--- src/rtl/comparador_serial_i_d_if.sv ---
// comparador_serial_i_d_if: start/operand/verdict bundle for the bit-serial comparator
interface comparador_serial_i_d_if #(parameter int N = 8);
    logic         start;
    logic [N-1:0] a_p;
    logic [N-1:0] b_p;
    logic         busy;
    logic         done;
    logic         p_gt;
    logic         p_eq;
    logic         p_lt;
    modport master (output start, a_p, b_p, input busy, done, p_gt, p_eq, p_lt);
    modport slave  (input start, a_p, b_p, output busy, done, p_gt, p_eq, p_lt);
endinterface

--- src/rtl/comparador_serial_i_d.sv ---
// comparador_serial_i_d: MSB-first bit-serial magnitude comparator; COMPARADOR_EARLY_EXIT_EN finishes as soon as a bit decides
module comparador_serial_i_d #(
    parameter int N = 8
) (
    input  logic                   clk,
    input  logic                   reset,
    comparador_serial_i_d_if.slave bus
);
    localparam logic [1:0] S_IDLE = 2'd0;
    localparam logic [1:0] S_CMP  = 2'd1;
    localparam logic [1:0] S_FIN  = 2'd2;
    localparam int IW = $clog2(N);

    logic [1:0]    r_state;
    logic [N-1:0]  r_a;
    logic [N-1:0]  r_b;
    logic [IW-1:0] r_idx;
    logic          r_x;
    logic          r_y;
    logic          r_gt;
    logic          r_eq;
    logic          r_lt;
    logic          w_decide;
    logic          w_x_nxt;
    logic          w_y_nxt;
    logic          w_last;

    // One comparator cell: the current MSB pair decides only while still undecided (x=0)
    always_comb begin
        w_decide = ~r_x & (r_a[N-1] ^ r_b[N-1]);
        w_x_nxt  = r_x | w_decide;
        w_y_nxt  = w_decide ? r_a[N-1] : r_y;
`ifdef COMPARADOR_EARLY_EXIT_EN
        w_last   = (r_idx == '0) | w_decide;
`else
        w_last   = (r_idx == '0);
`endif
    end

    // Control FSM, operand shift registers, x/y state and registered verdict
    always_ff @(posedge clk) begin
        if (reset) begin
            r_state <= S_IDLE;
            r_a     <= '0;
            r_b     <= '0;
            r_idx   <= IW'(N - 1);
            r_x     <= 1'b0;
            r_y     <= 1'b0;
            r_gt    <= 1'b0;
            r_eq    <= 1'b0;
            r_lt    <= 1'b0;
        end else if (r_state == S_IDLE) begin
            if (bus.start) begin
                r_a     <= bus.a_p;
                r_b     <= bus.b_p;
                r_idx   <= IW'(N - 1);
                r_x     <= 1'b0;
                r_y     <= 1'b0;
                r_state <= S_CMP;
            end
        end else if (r_state == S_CMP) begin
            r_a <= r_a << 1;
            r_b <= r_b << 1;
            r_x <= w_x_nxt;
            r_y <= w_y_nxt;
            if (w_last) begin
                r_state <= S_FIN;
                r_gt    <= w_x_nxt & w_y_nxt;
                r_lt    <= w_x_nxt & ~w_y_nxt;
                r_eq    <= ~w_x_nxt;
            end else begin
                r_idx <= r_idx - IW'(1);
            end
        end else begin
            r_state <= S_IDLE;
        end
    end

    assign bus.busy = (r_state != S_IDLE);
    assign bus.done = (r_state == S_FIN);
    assign bus.p_gt = r_gt;
    assign bus.p_eq = r_eq;
    assign bus.p_lt = r_lt;
endmodule
--- src/flat_wrapper.sv ---
// flat-port wrapper written by rule: the top's interface ports become plain ports
module comparador_serial_i_d_flat 
#(
    parameter int N = 8
)
  (clk, reset, bus_start, bus_a_p, bus_b_p, bus_busy, bus_done, bus_p_gt, bus_p_eq, bus_p_lt);
  comparador_serial_i_d_if #(.N(N)) bus_i ();
  input  logic clk;
  input  logic reset;
  input wire logic [$bits(bus_i.start)-1:0] bus_start;
  input wire logic [$bits(bus_i.a_p)-1:0] bus_a_p;
  input wire logic [$bits(bus_i.b_p)-1:0] bus_b_p;
  output wire logic [$bits(bus_i.busy)-1:0] bus_busy;
  output wire logic [$bits(bus_i.done)-1:0] bus_done;
  output wire logic [$bits(bus_i.p_gt)-1:0] bus_p_gt;
  output wire logic [$bits(bus_i.p_eq)-1:0] bus_p_eq;
  output wire logic [$bits(bus_i.p_lt)-1:0] bus_p_lt;
  assign bus_i.start = bus_start;
  assign bus_i.a_p = bus_a_p;
  assign bus_i.b_p = bus_b_p;
  assign bus_busy = bus_i.busy;
  assign bus_done = bus_i.done;
  assign bus_p_gt = bus_i.p_gt;
  assign bus_p_eq = bus_i.p_eq;
  assign bus_p_lt = bus_i.p_lt;
  comparador_serial_i_d #(.N(N)) u_core (.clk(clk), .reset(reset), .bus(bus_i));
endmodule
--- config.mk ---
export PLATFORM = sky130hd
export DESIGN_NAME = comparador_serial_i_d_flat
export DESIGN_NICKNAME = d
export VERILOG_FILES = /design/src/rtl/comparador_serial_i_d_if.sv /design/src/rtl/comparador_serial_i_d.sv /design/src/flat_wrapper.sv
export SDC_FILE = /design/constraint.sdc
export NUM_CORES = 1
export LEC_CHECK = 0
export ABC_CLOCK_PERIOD_IN_PS = 1500
export CORE_MARGIN = 1
export CORE_UTILIZATION = 31
export CTS_CLUSTER_SIZE = 10
export DETAILED_ROUTE_END_ITERATION = 6
export GPL_TIMING_DRIVEN = 0
export PLACE_DENSITY = 0.59
export SETUP_SLACK_MARGIN = 0.4
export SYNTH_ARGS = -nofsm -noshare
export SYNTH_HDL_FRONTEND = slang
export SYNTH_SLANG_ARGS = --single-unit
--- constraint.sdc ---
create_clock -name clk -period 1.5 [get_ports clk]
set_input_delay 0.3 -clock clk [delete_from_list [all_inputs] [get_ports clk]]
set_output_delay 0.3 -clock clk [all_outputs]
set_load 0.05 [all_outputs]
==> run metrics <==
status complete, no violations; final setup vio count 0; largest net degree at the start of global routing 15; clock skew 7.58 ps; final worst-path cycle share roughly 95%; worst hold path class input port to flip-flop; Startpoint Class flip-flop; post-synthesis sequential area ratio 42.4%; HPWL Detailed roughly 2.2 mm; Max-Cap Viols 0; internal power between 1 and 1.5 mW; Vias/cell between 5 and 6; Hold WS 452 ps; Synth Area in XOR/XNOR 0.714%; Pre-Repair DR Iteration Count 4; WP data required 1200 ps; Avg WL per Cell 14.1 um; cell area after layout slightly above 2000 sq um; combinational group share of total power 22.4%; Arr. time, crit path 1120 ps; Distinct cells, synth 29; Slew Limit Headroom between 50% and 60%; die area 4210 sq um; Pins Over Slew Limit 0; Sw Pwr 412 uW; clk sinks 26; CP endpoint kind output pin; Final min period 1420 ps; Max stage delay on crit path 380 ps; clock root buffer clkbuf_8; dpl cells 223; critical path, cell by cell buf_6 > buf_8 > nor2_4 > buf_6; simple-gate portion of the synthesized area approximately 24%; largest delay contributor family on the critical path flip-flops; post-synthesis mux area share 0%; CTS H-tree depth 1; Tightest Pin Transition 638 ps; nets 222; vias post-DR about 1300; largest family of logic cells by synthesized area simple AND/OR/NAND/NOR gates; Worst Path Max Fanout 3; drt drc 0; Die W approximately 65 um; FMAX 0.702 GHz; Synth Register Bits 26; Hold Fails Final Rpt 0; power share of the clock group 29.0%; area share of fa/ha/maj cells after synthesis 2.04%; crit path buf inv count 3; Cell Area, Synth 1230 sq um; CTS buffer count 3; critical path's slowest cell dfxtp_4; Routed WL between 3 and 4 mm; vias in the first global route 1233; input/output buffers 22; Reg power frac 48.6%; post-synthesis compound-gate area fraction 24.0%; first-pass GRT wire length 5.53 mm; RSZ-0062 raised after global routing yes; diodes inserted 0; synthesized net count 174; Antenna Nets Post-Route 0; final cell count without fillers 248; core area 3720 sq um; P&R area growth vs syn 65.5%; GP Congestion 0.799; CTS tree yes; PwrDens a little under 800 nW/um^2; Most common cell on crit path buf_6; DP Area around 1600 sq um; CTS max path bufs 2; path type of the worst setup path flip-flop to output pin; total track usage 16.6%; DIE HEIGHT about 65 um; initial DRC count 96; layout cells sized above 1 36.5%; Final Power 1.57 mW; row count 22; IO Pins 24; cells after synthesis 153; synth warn 0; worst vdd ir 0.575 mV; Lkg Pwr 0.811 nW; antenna violations before repair 0; FILL cells 335; GR Overflow Total 0; clk_lat worst skew 270 ps; Mapped Avg Cell Area 8.01 sq um; Starting Density 33.0%; Sw Ratio about a quarter; Sum Neg Setup Slack 0 ps; clk slew on worst S/H paths around 90 ps
layout make-up:
| cell class | instances | area [sq um] | area share [%] |
|---|---|---|---|
| clock buffer | 4 | 55.1 | 2.71 |
| multi-input combinational | 110 | 761 | 37.5 |
| inverter | 4 | 21.3 | 1.05 |
| tap | 48 | 60.1 | 2.96 |
| timing repair buffer | 43 | 458 | 22.6 |
| buffer | 13 | 140 | 6.91 |
| sequential | 26 | 534 | 26.3 |
routing by layer:
layer | routed length, um | vias to the layer above | GRT usage, %
met1 | 1560 | 641 | 20.3
met3 | 124 | 4 | 3.17
met5 | 0 | - | 0
met4 | 36 | 0 | 3.33
li1 | - | 641 | -
met2 | 1770 | 31 | 29.7
cells by family (layout without fill, tap and decap cells):
kind of cell	Yosys count	count (layout)
and+or+nand+nor	61	61
AOI/OAI and AO/OA	46	46
DFF	26	26
buffers and inverters	17	64
adders and majority gates	2	2
xor gates and xnor gates	1	1
power by group through the flow:
stage / clock network (mW) / logic, mW / registers, mW
CTS: 0.469 / 0.329 / 0.763
global route: 0.503 / 0.382 / 0.771
detailed placement: 0 / 0.246 / 0.781
finish: 0.456 / 0.353 / 0.766
global placement: 0 / 0.239 / 0.778
floorplan: 0 / 0.162 / 0.771
timing repair:
item,4_1_cts,5_1_grt
pin swaps,18,7
hold endpoints to repair,0,0
gates cloned,2,0
buffers inserted,12,7
resized for setup,64,14
hold buffers,0,0
setup endpoints to repair,29,29
sequential cells by signal, indices dropped and copies added (netlist names):
signal           count
u_core.bus.p_eq      1
u_core.bus.p_gt      1
u_core.bus.p_lt      1
u_core.r_a           8
u_core.r_b           8
u_core.r_idx         3
u_core.r_state       2
u_core.r_x           1
u_core.r_y           1
cell usage after synthesis:
library cell	n	area, sq um
dfxtp_1	26	521
inv_1	3	11.3
a21oi_1	10	50.1
nor3_1	4	20.0
o21ba_1	1	10.0
inv_2	1	3.75
a211oi_1	1	7.51
or2_1	1	6.26
o22ai_1	2	12.5
xor2_1	1	8.76
o21ai_1	3	15.0
nand3b_1	1	7.51
buf_2	7	35.0
nor4_1	1	6.26
nor3b_1	2	15.0
buf_4	2	15.0
nand2b_1	1	6.26
nor2_1	19	71.3
ha_1	2	25.0
nand4bb_1	2	22.5
nor2_2	1	6.26
and3_1	3	18.8
nor2b_1	7	43.8
or3_1	1	6.26
clkbuf_1	4	15.0
o21ai_0	14	70.1
a31oi_1	1	6.26
nand2_1	18	67.6
a311oi_1	14	123
worst reg2reg max path: stages (launching register included):
cell and delay, ps:
dfxtp_4 380, buf_6 120, o21ba_4 210, buf_8 140
bufbuf_16 270, a311oi_2 220
layout by cell type, fill, tap and decap left out, types with 4 or more instances in the layout:
cell type | netlist | routed
buf_4 | 2 | 14
clkbuf_8 | 0 | 4
buf_6 | 0 | 10
nand2_1 | 18 | 18
o21ai_0 | 14 | 14
a21oi_1 | 10 | 8
clkdlybuf4s50_1 | 0 | 16
dfxtp_1 | 26 | 19
dfxtp_2 | 0 | 5
a311oi_2 | 0 | 8
nor2b_1 | 7 | 6
buf_8 | 0 | 9
a311oi_1 | 14 | 6
nor2_1 | 19 | 15
worst paths after layout:
| kind | slack [ps] | from | to | cells after the start |
|---|---|---|---|---|
| max | 80 | u_core.r_state[0] | bus_done | 4 |
| min | 450 | reset | u_core.r_b[2] | 2 |
| max reg2reg | 90 | u_core.r_state[0] | u_core.r_b[2] | 5 |
| min reg2reg | 500 | u_core.r_b[5] | u_core.r_b[5] | 2 |
through the flow:
stage | worst slack [ps] | util (%)
after detailed placement | -381 | 43.1
after CTS | 70.9 | 51.5
final | 75.4 | 54.6
after global placement | -373 | 43.1
after floorplan | 296 | -
after global routing | 28.3 | 54.6
Note: power is estimated with default switching activity, not from simulation.
